### src/rtl/mult_pkg.sv
// rtl/mult_pkg.sv - shared types and default widths for the multiplier/accumulator datapath
package mult_pkg;

    typedef enum logic {ACCUM, HOLD} acc_state_e;

    localparam int PW_DEF   = 6;
    localparam int ACCW_DEF = 8;

endpackage

### src/rtl/product_accumulator_if.sv
// rtl/product_accumulator_if.sv - product input / result output handshake bundle
interface product_accumulator_if
    import mult_pkg::*;
#(
    parameter int PW   = PW_DEF,
    parameter int ACCW = ACCW_DEF
);

    logic            in_valid;
    logic            in_ready;
    logic [PW-1:0]   in_prod;
    logic            out_valid;
    logic            out_ready;
    logic [ACCW-1:0] out_sum;
    logic            out_ovf;

    modport master (
        output in_valid, in_prod, out_ready,
        input  in_ready, out_valid, out_sum, out_ovf
    );

    modport slave (
        input  in_valid, in_prod, out_ready,
        output in_ready, out_valid, out_sum, out_ovf
    );

endinterface

### src/rtl/FullAdder.sv
// rtl/FullAdder.sv - one-bit full adder cell
module FullAdder (
    input  logic a,
    input  logic b,
    input  logic cin,
    output logic s,
    output logic cout
);

    assign s    = a ^ b ^ cin;
    assign cout = (a & b) | (cin & (a ^ b));

endmodule

### src/rtl/HalfAdder.sv
// rtl/HalfAdder.sv - one-bit half adder cell
module HalfAdder (
    input  logic a,
    input  logic b,
    output logic s,
    output logic c
);

    assign s = a ^ b;
    assign c = a & b;

endmodule

### src/rtl/acc_ripple_adder.sv
// rtl/acc_ripple_adder.sv - W-bit ripple-carry adder built from half/full adder cells
module acc_ripple_adder #(
    parameter int W = 8
) (
    input  logic [W-1:0] a,
    input  logic [W-1:0] b,
    output logic [W-1:0] sum,
    output logic         cout
);

    logic [W:1] carry;

    HalfAdder u_ha0 (
        .a (a[0]),
        .b (b[0]),
        .s (sum[0]),
        .c (carry[1])
    );

    for (genvar i = 1; i < W; i++) begin : g_fa
        FullAdder u_fa (
            .a    (a[i]),
            .b    (b[i]),
            .cin  (carry[i]),
            .s    (sum[i]),
            .cout (carry[i+1])
        );
    end

    assign cout = carry[W];

endmodule

### src/rtl/product_accumulator.sv
// rtl/product_accumulator.sv - sums LEN unsigned products per result, with sticky overflow
module product_accumulator
    import mult_pkg::*;
#(
    parameter int PW   = PW_DEF,
    parameter int ACCW = ACCW_DEF,
    parameter int LEN  = 4
) (
    input  logic                 clk,
    input  logic                 rst,
    input  logic                 clr,
    product_accumulator_if.slave bus
);

    localparam int CW = $clog2(LEN + 1);

    acc_state_e      state_q, state_d;
    logic [ACCW-1:0] acc_q, acc_d;
    logic [CW-1:0]   cnt_q, cnt_d;
    logic            ovf_q, ovf_d;
    logic [ACCW-1:0] sum_q, sum_d;
    logic            sum_ovf_q, sum_ovf_d;

    logic [ACCW-1:0] prod_ext;
    logic [ACCW-1:0] add_sum;
    logic            add_cout;
    logic            accept_in;
    logic            accept_out;

    assign prod_ext = ACCW'(bus.in_prod);

    acc_ripple_adder #(.W(ACCW)) u_add (
        .a    (acc_q),
        .b    (prod_ext),
        .sum  (add_sum),
        .cout (add_cout)
    );

    assign bus.out_valid = (state_q == HOLD);
    assign bus.in_ready  = (state_q == ACCUM) | bus.out_ready;
    assign bus.out_sum   = sum_q;
    assign bus.out_ovf   = sum_ovf_q;

    assign accept_in  = bus.in_valid & bus.in_ready;
    assign accept_out = bus.out_valid & bus.out_ready;

    always_comb begin
        state_d   = state_q;
        acc_d     = acc_q;
        cnt_d     = cnt_q;
        ovf_d     = ovf_q;
        sum_d     = sum_q;
        sum_ovf_d = sum_ovf_q;

        if (clr) begin
            acc_d   = '0;
            cnt_d   = '0;
            ovf_d   = 1'b0;
            state_d = ACCUM;
        end else begin
            unique case (state_q)
                ACCUM: begin
                    if (accept_in) begin
                        if (cnt_q == CW'(LEN - 1)) begin
                            sum_d     = add_sum;
                            sum_ovf_d = ovf_q | add_cout;
                            acc_d     = '0;
                            cnt_d     = '0;
                            ovf_d     = 1'b0;
                            state_d   = HOLD;
                        end else begin
                            acc_d = add_sum;
                            ovf_d = ovf_q | add_cout;
                            cnt_d = cnt_q + CW'(1);
                        end
                    end
                end
                HOLD: begin
                    // acc is zero here, so add_sum is the bare product for the overlap case
                    if (accept_out) begin
                        state_d = ACCUM;
                        if (accept_in) begin
                            if (LEN == 1) begin
                                sum_d     = add_sum;
                                sum_ovf_d = add_cout;
                                state_d   = HOLD;
                            end else begin
                                acc_d = prod_ext;
                                cnt_d = CW'(1);
                                ovf_d = 1'b0;
                            end
                        end
                    end
                end
                default: state_d = ACCUM;
            endcase
        end
    end

    always_ff @(posedge clk or posedge rst) begin
        if (rst) begin
            state_q   <= ACCUM;
            acc_q     <= '0;
            cnt_q     <= '0;
            ovf_q     <= 1'b0;
            sum_q     <= '0;
            sum_ovf_q <= 1'b0;
        end else begin
            state_q   <= state_d;
            acc_q     <= acc_d;
            cnt_q     <= cnt_d;
            ovf_q     <= ovf_d;
            sum_q     <= sum_d;
            sum_ovf_q <= sum_ovf_d;
        end
    end

endmodule

### src/flat_wrapper.sv
// flat-port wrapper written by rule: the top's interface ports become plain ports
module product_accumulator_flat import mult_pkg::*;
#(
    parameter int PW   = PW_DEF,
    parameter int ACCW = ACCW_DEF,
    parameter int LEN  = 4
)
  (clk, rst, clr, bus_in_valid, bus_in_prod, bus_out_ready, bus_in_ready, bus_out_valid, bus_out_sum, bus_out_ovf);
  product_accumulator_if #(.PW(PW), .ACCW(ACCW)) bus_i ();
  input  logic clk;
  input  logic rst;
  input  logic clr;
  input wire logic [$bits(bus_i.in_valid)-1:0] bus_in_valid;
  input wire logic [$bits(bus_i.in_prod)-1:0] bus_in_prod;
  input wire logic [$bits(bus_i.out_ready)-1:0] bus_out_ready;
  output wire logic [$bits(bus_i.in_ready)-1:0] bus_in_ready;
  output wire logic [$bits(bus_i.out_valid)-1:0] bus_out_valid;
  output wire logic [$bits(bus_i.out_sum)-1:0] bus_out_sum;
  output wire logic [$bits(bus_i.out_ovf)-1:0] bus_out_ovf;
  assign bus_i.in_valid = bus_in_valid;
  assign bus_i.in_prod = bus_in_prod;
  assign bus_i.out_ready = bus_out_ready;
  assign bus_in_ready = bus_i.in_ready;
  assign bus_out_valid = bus_i.out_valid;
  assign bus_out_sum = bus_i.out_sum;
  assign bus_out_ovf = bus_i.out_ovf;
  product_accumulator #(.PW(PW), .ACCW(ACCW), .LEN(LEN)) u_core (.clk(clk), .rst(rst), .clr(clr), .bus(bus_i));
endmodule
### config.mk
export PLATFORM = sky130hd
export DESIGN_NAME = product_accumulator_flat
export DESIGN_NICKNAME = d
export VERILOG_FILES = /design/src/rtl/mult_pkg.sv /design/src/rtl/product_accumulator_if.sv /design/src/rtl/FullAdder.sv /design/src/rtl/HalfAdder.sv /design/src/rtl/acc_ripple_adder.sv /design/src/rtl/product_accumulator.sv /design/src/flat_wrapper.sv
export SDC_FILE = /design/constraint.sdc
export NUM_CORES = 1
export LEC_CHECK = 0
export CAP_MARGIN = 25
export CORE_MARGIN = 8
export CORE_UTILIZATION = 40
export DETAILED_ROUTE_END_ITERATION = 10
export HOLD_SLACK_MARGIN = 0.08
export SYNTH_ARGS = -nofsm -noshare
export SYNTH_HDL_FRONTEND = slang
export SYNTH_SLANG_ARGS = --single-unit
### constraint.sdc
create_clock -name clk -period 3.3 [get_ports clk]
set_input_delay 0.825 -clock clk [delete_from_list [all_inputs] [get_ports clk]]
set_output_delay 0.825 -clock clk [all_outputs]
set_load 0.02 [all_outputs]
; Word-level counts from Yosys, hierarchy flattened
; Cells that the tools add are included.
[word_totals]
register_bits = 22
in_bits = 11
wordCells = 73
out_inout_bits = 11
[op_classes]
n_mux = 23
bitwise = 37
eq_ne = 4
reduce_logical = 2
n_addsub = 1
[ops]
columns = operator, n
row1 = two-way mux 8 bit, 5
row2 = case mux 8 bit (2 select lines), 1
row3 = bitwise AND 1 bit, 15
row4 = two-way mux 3 bit, 5
row5 = XOR 1 bit, 13
row6 = two-way mux 1 bit, 9
row7 = bitwise OR 1 bit, 7
row8 = inequality test 3 bit (second input constant), 2
row9 = case mux 3 bit (2 select lines), 1
row10 = case mux 1 bit (2 select lines), 2
row11 = AND reduction 4 bit, 1
row12 = adder 3 x 1 -> 3 bit (second input constant), 1
row13 = equality test 3 x 2 -> 1 bit (second input constant), 1
row14 = inequality test 3 x 2 -> 1 bit (second input constant), 1
row15 = AND reduction 3 bit, 1
row16 = NOT 1 bit, 2

; Longest topological paths before layout
; Gate-level depths: netlist of run 1.
[depth]
word_depth = 18
depth_mapped = 12
depth_no_buf = 12

; By module
; From an unflattened synthesis of run 1, not the netlist that was laid out.
[unflattened]
hier_cells = 98
hier_area_um2 = 1188.6
[modules_own_cells]
columns = mod, cells_per_inst, seq_area_each_um2, instances, area_each_um2
row1 = product_accumulator, 90, 550.5, 1, 1036.0
row2 = FullAdder, 1, 0.0, 7, 20.0
row3 = HalfAdder, 1, 0.0, 1, 12.5

; Least setup slack after synthesis of run 1
; No wires, ideal clock.
[synth_path]
path_kind = input -> register
from = in bus_in_prod[0]
to = reg u_core.sum_q[7] (netlist: u_core.bus.out_sum[7])
path_buffers = 0
arrival_ns = 3.290
required_ns = 3.175
stages = 11
path_slack_ns = -0.115
setup_time_ns = 0.125
cell_sequence = ha_1 > inv_1 > fa_1 > fa_1 > fa_1 > fa_1 > inv_1 > fa_1 > ha_1 > ha_1 > mux2_4
[synth_via]
elab_chain_cells = 13
[synth_lines]
columns = item, line
row1 = "start, declared", flat_wrapper.sv:14  ; input wire logic [$bits(bus_i.in_prod)-1:0] bus_in_prod;
row2 = bitwise AND 1 bit, HalfAdder.sv:10  ; assign c = a & b;
row3 = bitwise AND 1 bit, FullAdder.sv:11  ; assign cout = (a & b) | (cin & (a ^ b));
row4 = bitwise OR 1 bit, FullAdder.sv:11
row5 = bitwise AND 1 bit, FullAdder.sv:11
row6 = bitwise OR 1 bit, FullAdder.sv:11
row7 = bitwise AND 1 bit, FullAdder.sv:11
row8 = bitwise OR 1 bit, FullAdder.sv:11
row9 = bitwise AND 1 bit, FullAdder.sv:11
row10 = bitwise OR 1 bit, FullAdder.sv:11
row11 = bitwise AND 1 bit, FullAdder.sv:11
row12 = bitwise OR 1 bit, FullAdder.sv:11
row13 = bitwise AND 1 bit, FullAdder.sv:11
row14 = XOR 1 bit, FullAdder.sv:10  ; assign s = a ^ b ^ cin;
row15 = via u_core.u_add.g_fa[7].u_fa.s, FullAdder.sv:6  ; output logic s,
row16 = "end signal, assigned", product_accumulator.sv:113  ; sum_q <= sum_d;
row17 = "end, declared", product_accumulator.sv:21  ; logic [ACCW-1:0] sum_q, sum_d;
; The timed path passes the listed nets, and every way through them passes these cells.
; A chain may end at the register's enable or synchronous reset.

; Worst setup path after layout of run 1
[layout_path]
from = in bus_in_prod[1]
to = reg u_core.ovf_q
[layout_via]
elab_chain_cells = 18
word_cells_on_any_way = 19
classes_between = mux (4) / bitwise (15)
[layout_lines]
columns = item, line
row1 = XOR 1 bit, FullAdder.sv:11
row2 = bitwise AND 1 bit, FullAdder.sv:11
row3 = bitwise OR 1 bit *, FullAdder.sv:11
row4 = bitwise AND 1 bit *, FullAdder.sv:11
row5 = bitwise OR 1 bit *, FullAdder.sv:11
row6 = bitwise AND 1 bit *, FullAdder.sv:11
row7 = bitwise OR 1 bit *, FullAdder.sv:11
row8 = bitwise AND 1 bit *, FullAdder.sv:11
row9 = bitwise OR 1 bit *, FullAdder.sv:11
row10 = bitwise AND 1 bit *, FullAdder.sv:11
row11 = bitwise OR 1 bit *, FullAdder.sv:11
row12 = bitwise AND 1 bit * (2 in a row), FullAdder.sv:11
row13 = bitwise OR 1 bit *, product_accumulator.sv:73  ; ovf_d = ovf_q | add_cout;
row14 = two-way mux 1 bit *, product_accumulator.sv:64  ; if (cnt_q == CW'(LEN - 1)) begin
row15 = two-way mux 1 bit *, product_accumulator.sv:63  ; if (accept_in) begin
row16 = case mux 1 bit (2 select lines) *, product_accumulator.sv:61  ; unique case (state_q)
row17 = two-way mux 1 bit *, product_accumulator.sv:55  ; if (clr) begin
row18 = "end signal, assigned", product_accumulator.sv:112  ; ovf_q <= ovf_d;
row19 = "end, declared", product_accumulator.sv:20  ; logic ovf_q, ovf_d;
; Mark *: on every way between the ends. The rest lies on a longest branch, timed or not. The select of a mux whose other input is x is not followed.

==> metrics, run 1 <==
status completed; total negative slack 0 ns; finished layout cell area 1570 um^2; fmax 313 MHz; core box area around 3000 um^2; initial antenna violation count 0; kind of end point of the critical path register; vias per cell between 5 and 6; Cells after DPL roughly 170; vias in the first global route just under 1000; hold_ws 0.525 ns; cell mode on critical path fa_2; wirelength, routed ~2.8 mm; worst vdd ir 0.206 mV; GRT Util Overall between 10% and 20%; CP Data Required Time about 3.5 ns; HP Class reg2reg; critical path class in2reg; Rel. slew slack 42.0%; I/O Buffers 21; worst endpoint data arrival time between 3 and 4 ns; Synth Register Bits 22; clk sinks 22; Final period util between 90% and 100%; WL/cell approximately 17 um; pre-CTS setup slack -0.625 ns; Tmin final between 3 and 4 ns; clk_skew roughly 0.0033 ns; most frequent cells in the layout 22 x dfrtp_1, 19 x clkdlybuf4s50_1, 18 x inv_1; pwr dens roughly 460 nW/um^2; Mapped Nets approximately 130; vias 898; Worst Path Max Fanout 2; die width approximately 71 um; fill cell count around 280; Tightest Pin Transition 0.870 ns; Hold Violations, Final 0; synthesized cell area 1230 um^2; height of the die 71.4 um; Worst Setup Slack, final between 0.1 and 0.15 ns; Critical Path Source Type primary input; gr ovfl total 0; GP Congestion approximately 0.74; DP HPWL roughly 2.0 mm; setup repair after global routing missed its margin no; Nets about 160; first-pass GRT wire length roughly 4.8 mm; Site Rows 20; CTS tree built; main combinational cell family by area after synthesis compound AO/OA/AOI/OAI gates; H-tree depth 1; placed cell area 1500 um^2; Largest delay share family, worst path adder cells; crit path buf inv count 3; simple-gate share of the synthesized area between 10% and 20%; cells after synthesis 112; final setup vio count 0; share of cells above drive strength 1 approximately a fifth; Finished Layout Cells 170; Pleak ~0.68 nW; max_cap viols 0; Mean Syn Cell Area 10.9 um^2; area grow syn2layout 28.3%; DRT antenna net count 0; complex-gate fraction of the synthesized area between 10% and 20%; Starting Density 41.2%; number of library cell types mapped by synthesis 27; Critical-path top delay cell fa_2; Critical Path, Cell by Cell dlygate4sd2_1 -> inv_1 -> fa_2 -> fa_2 -> fa_2 -> fa_2 -> inv_2 -> fa_2 -> ha_4 -> ha_4 -> a31oi_1 -> a211oi_1; Worst-path clk slew approximately 0.13 ns; n_diodes 0; overall power ~730 uW; Slew Viols, Final 0; root buffer cell clkbuf_4; sequential area share after synthesis 44.9%; drt first-iter violations 66; largest net degree at the start of global routing 23; Max stage delay on crit path 0.39 ns; mux cell area share after synthesis approximately 9%; drt pass-1 iters 4; Multi-input gate area 613 um^2; Yosys warning count 0; Storage cell area approximately 550 um^2; most common cell after layout, fill and taps aside dfrtp_1; Synth Area in Adders 12.2%; Max Buffers Root-to-Sink 2; xor and xnor fraction of the mapped netlist area 0%; CTS Buf Count 3; Clk Latency, worst-skew pair 0.32 ns; residual DRC count 0; die area ~5100 um^2; I/O pin count 22; final core utilization 52.8%; post-cts hold buffer count 0
[path summary, 6_finish.rpt]
| path | slack (ns) | end | depth (start not counted) | startpoint |
|---|---|---|---|---|
| max in group asynchronous | 1.80 | u_core.acc_q[2]$_DFFE_PP0P_ | 2 | rst |
| worst min register to register | 0.52 | u_core.cnt_q[0]$_DFFE_PP0P_ | 1 | u_core.cnt_q[0]$_DFFE_PP0P_ |
| worst max register to register | 0.35 | u_core.ovf_q$_DFFE_PP0P_ | 12 | u_core.acc_q[0]$_DFFE_PP0P_ |
| worst max-delay path | 0.11 | u_core.ovf_q$_DFFE_PP0P_ | 12 | bus_in_prod[1] |
| worst min-delay path | 0.52 | u_core.cnt_q[0]$_DFFE_PP0P_ | 1 | u_core.cnt_q[0]$_DFFE_PP0P_ |
| min in group asynchronous | 0.97 | u_core.bus.out_sum[0]$_DFFE_PP0P_ | 2 | rst |
[Yosys cell counts]
library cell / number / share of area (%)
inv_1: 20 / 6.1
a31oi_1: 1 / 0.51
a311oi_1: 6 / 4.3
nand3_1: 3 / 1.2
mux2_4: 4 / 4.9
mux2i_1: 5 / 4.1
buf_6: 1 / 0.92
nand2b_1: 4 / 2.0
buf_2: 3 / 1.2
o32ai_1: 3 / 2.1
nor2b_1: 1 / 0.51
nor4b_2: 1 / 1.2
a21oi_1: 7 / 2.9
nor2_1: 1 / 0.31
ha_1: 4 / 4.1
dfrtp_1: 22 / 45
clkbuf_1: 3 / 0.92
nand2b_4: 1 / 1.1
or3_1: 4 / 2.0
a311oi_2: 1 / 1.2
and2_0: 1 / 0.51
fa_1: 5 / 8.2
a211oi_1: 1 / 0.61
o211ai_1: 1 / 0.61
and3b_1: 1 / 0.71
nand2_1: 7 / 2.1
o21bai_1: 1 / 0.61
[logic make-up after synthesis]
family	count (synthesis)
AND/OR/NAND/NOR	24
buffers and inverters	27
AO/OA/AOI/OAI	21
adder cells (fa/ha/maj)	9
flip-flops	22
multiplexers	9
[power by group]
group	switching, mW	internal, mW
logic	0.115	0.128
clock network	0.0894	0.0675
registers	0.0229	0.307
total	0.227	0.503
[flip-flops by register name, summed over array words and instances, names as in the netlist]
register / cells
u_core.bus.out_sum: 8
u_core.bus.out_ovf: 1
u_core.acc_q: 8
u_core.cnt_q: 3
u_core.ovf_q: 1
u_core.bus.out_valid: 1
[routing by layer]
metal  up-vias  track usage (%)  share of wire (%)
met5         -                0                  0
met4         0             6.70                2.3
met3         7             2.37                3.8
met2        17             19.0                 48
met1       444             14.7                 46
li1        430                -                  -
[layout make-up]
cell class              count  share of cell area [%]
flip-flops and latches     22                    35.0
well taps                  33                    2.63
inverters                  20                    4.77
repair buffers             28                    16.3
clock buffers               4                    2.31
multi-input cells          63                    39.0
[what timing repair did]
action,in CTS,in global routing
cloned,0,0
pin swaps,8,7
buffers inserted,0,0
endpoints found under the setup margin,9,3
resized for setup,13,1
No activity file was read; power rests on OpenSTA's default activity.
==> inputs of run 2 (changes only) <==
--- a/config.mk
+++ b/config.mk
@@ -9,7 +9,10 @@
 export CORE_MARGIN = 8
 export CORE_UTILIZATION = 40
 export DETAILED_ROUTE_END_ITERATION = 10
+export GPL_ROUTABILITY_DRIVEN = 0
 export HOLD_SLACK_MARGIN = 0.08
+export SETUP_SLACK_MARGIN = 0.4
+export SKIP_LAST_GASP = 1
 export SYNTH_ARGS = -nofsm -noshare
 export SYNTH_HDL_FRONTEND = slang
 export SYNTH_SLANG_ARGS = --single-unit
==> metrics, run 2 (synthesis results as in run 1) <==
max_cap viols 0 (unchanged); Clk Latency, worst-skew pair 0.31 ns (about the same); height of the die 71.4 um (unchanged); most utilized layer in the global route result met2; Largest delay share family, worst path adder cells; met1 track demand over resource 14.4% (-0.36 points); crit path buf inv count 3 (unchanged); sequential share of power 44.4% (-0.9 points); WL/cell 16.1 um (-3.2%); Tightest Pin Transition 0.898 ns (+0.0283 ns); Critical-path top delay cell fa_2; GRT met2 Usage 18.7% (-0.31 points); CP Data Required Time 3.53 ns (about the same); critical path class in2reg; DP HPWL 1.92 mm (-2.8%); share of cells above drive strength 1 28.1% (+6.9 points); fmax 322 MHz (+2.9%); Switch Pwr 231 uW (+1.9%); worst vdd ir 0.224 mV (+8.6%); Comb power frac 34.8% (+1.6 points); wirelength, routed 2.76 mm (-2.1%); CTS Buf Count 3 (unchanged); Crit path depth 13 (+1); placed cell area 1540 um^2 (+2.8%); vias 912 (+1.6%); final setup vio count 0 (unchanged); final core utilization 55.2% (+2.4 points); Hold Violations, Final 0 (unchanged); cell mode on critical path fa_2; clk_skew 0.00155 ns (-0.00179 ns); I/O Buffers 21 (unchanged); Max Buffers Root-to-Sink 2 (unchanged); internal power 513 uW (+2.0%); residual DRC count 0 (unchanged); Site Rows 20 (unchanged); Slew Viols, Final 0 (unchanged); Cells after DPL 166 (unchanged); drt pass-1 iters 4 (unchanged); first-pass GRT wire length 4.68 mm (-1.9%); die width 71.4 um (unchanged); Storage cell area 551 um^2 (unchanged); Nets 160 (+1.3%); most common cell after layout, fill and taps aside dfrtp_1; M3 GR Usage 2.51% (+0.14 points); Tmin final 3.10 ns (-0.0886 ns); Pleak 0.710 nW (+4.0%); core box area 2980 um^2 (unchanged); Max stage delay on crit path 0.38 ns (about the same); pwr dens 453 nW/um^2 (-2.4%); gr ovfl total 0 (unchanged); clock share of power 20.8% (-0.7 points); post-cts hold buffer count 0 (unchanged); Rel. slew slack 40.1% (-1.9 points); GRT Util Overall 11.6% (-0.33 points); worst reg-to-reg path cell count 12 (unchanged); largest net degree at the start of global routing 23 (unchanged); fill cell count 272 (-1.1%); setup repair after global routing missed its margin yes; clk sinks 22 (unchanged); vias per cell 5.30 (+0.38%); CTS tree built; Worst-path clk slew 0.13 ns (about the same); r2r endpoint u_core.ovf_q$_DFFE_PP0P_; status completed; HP Class reg2reg; Final period util 94.0% (-2.7 points); worst endpoint data arrival time 3.33 ns (-0.09 ns); n_diodes 0 (unchanged); Critical R2R Launch u_core.acc_q[0]$_DFFE_PP0P_; Critical Path, Cell by Cell buf_8 -> ha_4 -> inv_2 -> fa_2 -> fa_2 -> fa_2 -> fa_2 -> inv_2 -> fa_2 -> ha_4 -> ha_4 -> a31oi_1 -> a211oi_2; reg2reg setup slack 0.33 ns (-0.02 ns); kind of end point of the critical path register; total negative slack 0 ns (unchanged); Critical Path Start bus_in_prod[0]; drt first-iter violations 41 (-38%); initial antenna violation count 0 (unchanged); worst setup path endpoint u_core.ovf_q$_DFFE_PP0P_; most frequent cells in the layout 22 x dfrtp_1, 19 x clkdlybuf4s50_1, 17 x inv_1, 8 x buf_4; H-tree depth 1 (unchanged); root buffer cell clkbuf_4; I/O pin count 22 (unchanged); finished layout cell area 1640 um^2 (+4.5%); Critical Path Source Type primary input; Starting Density 41.2% (unchanged); switching share of power 31.1% (about the same); Finished Layout Cells 172 (+1.2%); DRT antenna net count 0 (unchanged); Worst Path Max Fanout 2 (unchanged); die area 5090 um^2 (unchanged); Multi-input gate area 653 um^2 (+6.5%); area grow syn2layout 34.0%; vias in the first global route 952 (-3.8%)
-- run 2: cell count changes in the layout (fill, tap and decap cells not counted), sizes merged --
cell and delta:
buf +2, clkdlybuf4s15 +1, dlygate4sd2 -1
-- run 2: worst min path at each step --
stage,startpoint,endpoint,slack (ns),depth (start not counted)
3_5_place_dp,u_core.cnt_q[0]$_DFFE_PP0P_,u_core.cnt_q[0]$_DFFE_PP0P_,0.49,1
4_1_cts,u_core.cnt_q[0]$_DFFE_PP0P_,u_core.cnt_q[0]$_DFFE_PP0P_,0.51,1
2_1_floorplan,u_core.cnt_q[0]$_DFFE_PP0P_,u_core.cnt_q[0]$_DFFE_PP0P_,0.47,1
5_1_grt,u_core.bus.out_sum[4]$_DFFE_PP0P_,u_core.bus.out_sum[4]$_DFFE_PP0P_,0.55,2
6_report,u_core.cnt_q[0]$_DFFE_PP0P_,u_core.cnt_q[0]$_DFFE_PP0P_,0.52,1
3_3_place_gp,u_core.bus.out_sum[6]$_DFFE_PP0P_,u_core.bus.out_sum[6]$_DFFE_PP0P_,0.50,1
-- run 2: layer usage --
layer	vias to the layer above	part of all wire, %
met3	4	4.3
met4	0	1.2
met5	-	0
li1	438	-
met2	15	48
met1	455	46
-- run 2: final cells by class --
cell class | count | area share (%)
inverters | 20 | 4.57
flip-flops and latches | 22 | 33.5
well taps | 33 | 2.51
multi-input cells | 63 | 39.8
clock buffers | 4 | 2.21
repair buffers | 30 | 17.4
-- run 2: per-stage QoR --
step                      setup WS [ns]  hold WS (ns)  power [mW]
final                             0.197         0.517       0.744
after global routing              0.106         0.547       0.782
after CTS                         0.146         0.513       0.740
after detailed placement         -0.581         0.491       0.580
after global placement           -0.559         0.496       0.577
after floorplan                  0.0431         0.467       0.473
-- run 2: worst reg2reg max path: stages (launching register included) --
cell and delay, ns:
dfrtp_1 0.42, ha_4 0.15, inv_2 0.04, fa_2 0.38
fa_2 0.34, fa_2 0.34, fa_2 0.34, inv_2 0.06
fa_2 0.21, ha_4 0.14, ha_4 0.12, a31oi_1 0.10
a211oi_2 0.25
-- run 2: timing repair --
| action | 4_1_cts | 5_1_grt |
|---|---|---|
| endpoints found under the hold margin | 0 | 0 |
| gates resized for setup | 11 | 7 |
| buffers inserted | 1 | 1 |
| endpoints found under the setup margin | 11 | 9 |
| pin swaps | 10 | 3 |
-- run 2: power by group through the flow --
stage               clock network (mW)  registers (mW)  logic [mW]
global placement                     0           0.334       0.243
CTS                              0.159           0.330       0.250
finish                           0.155           0.330       0.259
detailed placement                   0           0.336       0.244
floorplan                            0           0.367       0.106
global route                     0.164           0.335       0.284
==> inputs of run 3 (changes only) <==
--- a/config.mk
+++ b/config.mk
@@ -6,6 +6,7 @@
 export NUM_CORES = 1
 export LEC_CHECK = 0
 export CAP_MARGIN = 25
+export CORE_ASPECT_RATIO = 1.5
 export CORE_MARGIN = 8
 export CORE_UTILIZATION = 40
 export DETAILED_ROUTE_END_ITERATION = 10
@@ -16,3 +17,4 @@
 export SYNTH_ARGS = -nofsm -noshare
 export SYNTH_HDL_FRONTEND = slang
 export SYNTH_SLANG_ARGS = --single-unit
+export TNS_END_PERCENT = 100
==> metrics, run 3 (synthesis results as in run 1) <==
drt first-iter violations 23 (-44%); drt pass-1 iters 4 (unchanged); kind of end point of the critical path register; Hold Path End u_core.bus.out_ovf$_DFFE_PP0P_; crit path buf inv count 3 (unchanged); CTS Buf Count 3 (unchanged); fmax 318 MHz (-1.3%); CP Data Required Time 3.45 ns (-0.08 ns); hold_ws 0.520 ns (+0.00247 ns); Tightest Pin Transition 0.848 ns (-0.0503 ns); first-pass GRT wire length 4.89 mm (+4.6%); DRT antenna net count 0 (unchanged); HP Class reg2reg; reg2reg setup slack 0.36 ns (+0.03 ns); vias per cell 5.29 (-0.16%); clk_skew 0.00518 ns (+0.00364 ns); most common cell after layout, fill and taps aside dfrtp_1; cell mode on critical path fa_2; Nets 159 (-0.63%); n_diodes 0 (unchanged); critical path class in2reg; Critical Path, Cell by Cell buf_8 -> ha_4 -> inv_2 -> fa_2 -> fa_2 -> fa_2 -> fa_2 -> inv_2 -> fa_2 -> ha_4 -> ha_4 -> mux2_4; Worst-path clk slew 0.08 ns (-0.05 ns); setup repair after global routing missed its margin yes; vias 937 (+2.7%); I/O pin count 22 (unchanged); height of the die 83.8 um (+17%); Final period util 95.3% (+1.2 points); wirelength, routed 2.96 mm (+7.0%); worst endpoint data arrival time 3.30 ns (-0.03 ns); fill cell count 265 (-2.6%); root buffer cell clkbuf_8; Hold Path Depth 2 (+1); share of cells above drive strength 1 26.1% (-2.0 points); Storage cell area 551 um^2 (unchanged); hold_sp u_core.bus.out_ovf$_DFFE_PP0P_; overall power 838 uW (+13%); finished layout cell area 1660 um^2 (+0.76%); worst reg-to-reg path cell count 11 (-1); most frequent cells in the layout 22 x dfrtp_1, 18 x clkdlybuf4s50_1, 17 x inv_1; Clk Latency, worst-skew pair 0.26 ns (-0.05 ns); gr ovfl total 0 (unchanged); status completed; r2r endpoint u_core.bus.out_sum[7]$_DFFE_PP0P_; die width 61.2 um (-14%); post-cts hold buffer count 0 (unchanged); Site Rows 24 (+20%); placed cell area 1550 um^2 (+0.49%); Worst Path Max Fanout 2 (unchanged); Pleak 0.710 nW (about the same); Multi-input gate area 633 um^2 (-3.1%); Largest delay share family, worst path adder cells; max_cap viols 0 (unchanged); Tmin final 3.14 ns (+0.0406 ns); Critical-path top delay cell fa_2; final setup vio count 0 (unchanged); core box area 2910 um^2 (-2.2%); Critical R2R Launch u_core.acc_q[0]$_DFFE_PP0P_; Max stage delay on crit path 0.39 ns (about the same); initial antenna violation count 0 (unchanged); CTS tree built; residual DRC count 0 (unchanged); WL/cell 16.7 um (+4.0%); pwr dens 506 nW/um^2 (+12%); H-tree depth 1 (unchanged); die area 5130 um^2 (+0.72%); DP HPWL 2.09 mm (+9.1%); vias in the first global route 1022 (+7.4%); Starting Density 42.1% (+0.92 points); final core utilization 56.8% (+1.7 points); largest net degree at the start of global routing 23 (unchanged); GRT Util Overall 12.4% (+0.78 points); Max Buffers Root-to-Sink 2 (unchanged); Slew Viols, Final 0 (unchanged); total negative slack 0 ns (unchanged); area grow syn2layout 35.0%; I/O Buffers 21 (unchanged); Rel. slew slack 43.4% (+3.4 points); Critical Path Source Type primary input; Hold Violations, Final 0 (unchanged); worst vdd ir 0.366 mV (+63%); clk sinks 22 (unchanged)
## run 3: layout make-up
class                   instances  area share, %
multi-input cells              63           38.2
flip-flops and latches         22           33.3
repair buffers                 29           16.7
inverters                      20           4.54
well taps                      39           2.95
clock buffers                   3           2.49
clock inverters                 1           1.81
## run 3: tightest hold or removal path, delay by kind of cell, from the launching register on
family	cells	cell delay [ns]
mux	1	0.05
flops	1	0.38
buf+inv	1	0.05
## run 3: how the worst max path moves through the flow
stage                                         to  cells past startpoint  slack, ns      startpoint
5_1_grt        u_core.bus.out_sum[7]$_DFFE_PP0P_                     12       0.13  bus_in_prod[0]
6_report       u_core.bus.out_sum[7]$_DFFE_PP0P_                     12       0.16  bus_in_prod[0]
3_5_place_dp   u_core.bus.out_sum[7]$_DFFE_PP0P_                     12      -0.59  bus_in_prod[0]
4_1_cts        u_core.bus.out_sum[7]$_DFFE_PP0P_                     12       0.06  bus_in_prod[0]
3_3_place_gp   u_core.bus.out_sum[7]$_DFFE_PP0P_                     12      -0.57  bus_in_prod[0]
2_1_floorplan  u_core.bus.out_sum[7]$_DFFE_PP0P_                     11       0.04  bus_in_prod[0]
## run 3: stage by stage
stage,cells,worst slack (ns)
after floorplan,112,0.0431
after global placement,172,-0.566
after detailed placement,172,-0.590
after CTS,177,0.0640
after global routing,177,0.126
final,177,0.156
## run 3: power by group
group | switching, mW | total [mW] | leakage [nW] | internal, mW
Combinational | 0.119 | 0.254 | 0.396 | 0.135
Sequential | 0.0247 | 0.332 | 0.279 | 0.308
Clock | 0.0902 | 0.252 | 0.0357 | 0.162
Total | 0.234 | 0.838 | 0.710 | 0.604
## run 3: what timing repair did
action,in CTS,in global routing
gates cloned,0,0
resized for setup,11,6
endpoints found under the setup margin,11,10
buffers inserted,1,0
pin swaps,8,8
## run 3: metal layers
metal  global-route usage, %  up-vias  wire length (um)
met5                       0        -                 0
met4                    5.33        0                28
met3                    2.93        2               130
met2                    20.7       14              1610
met1                    14.1      492              1190
li1                        -      429                 -
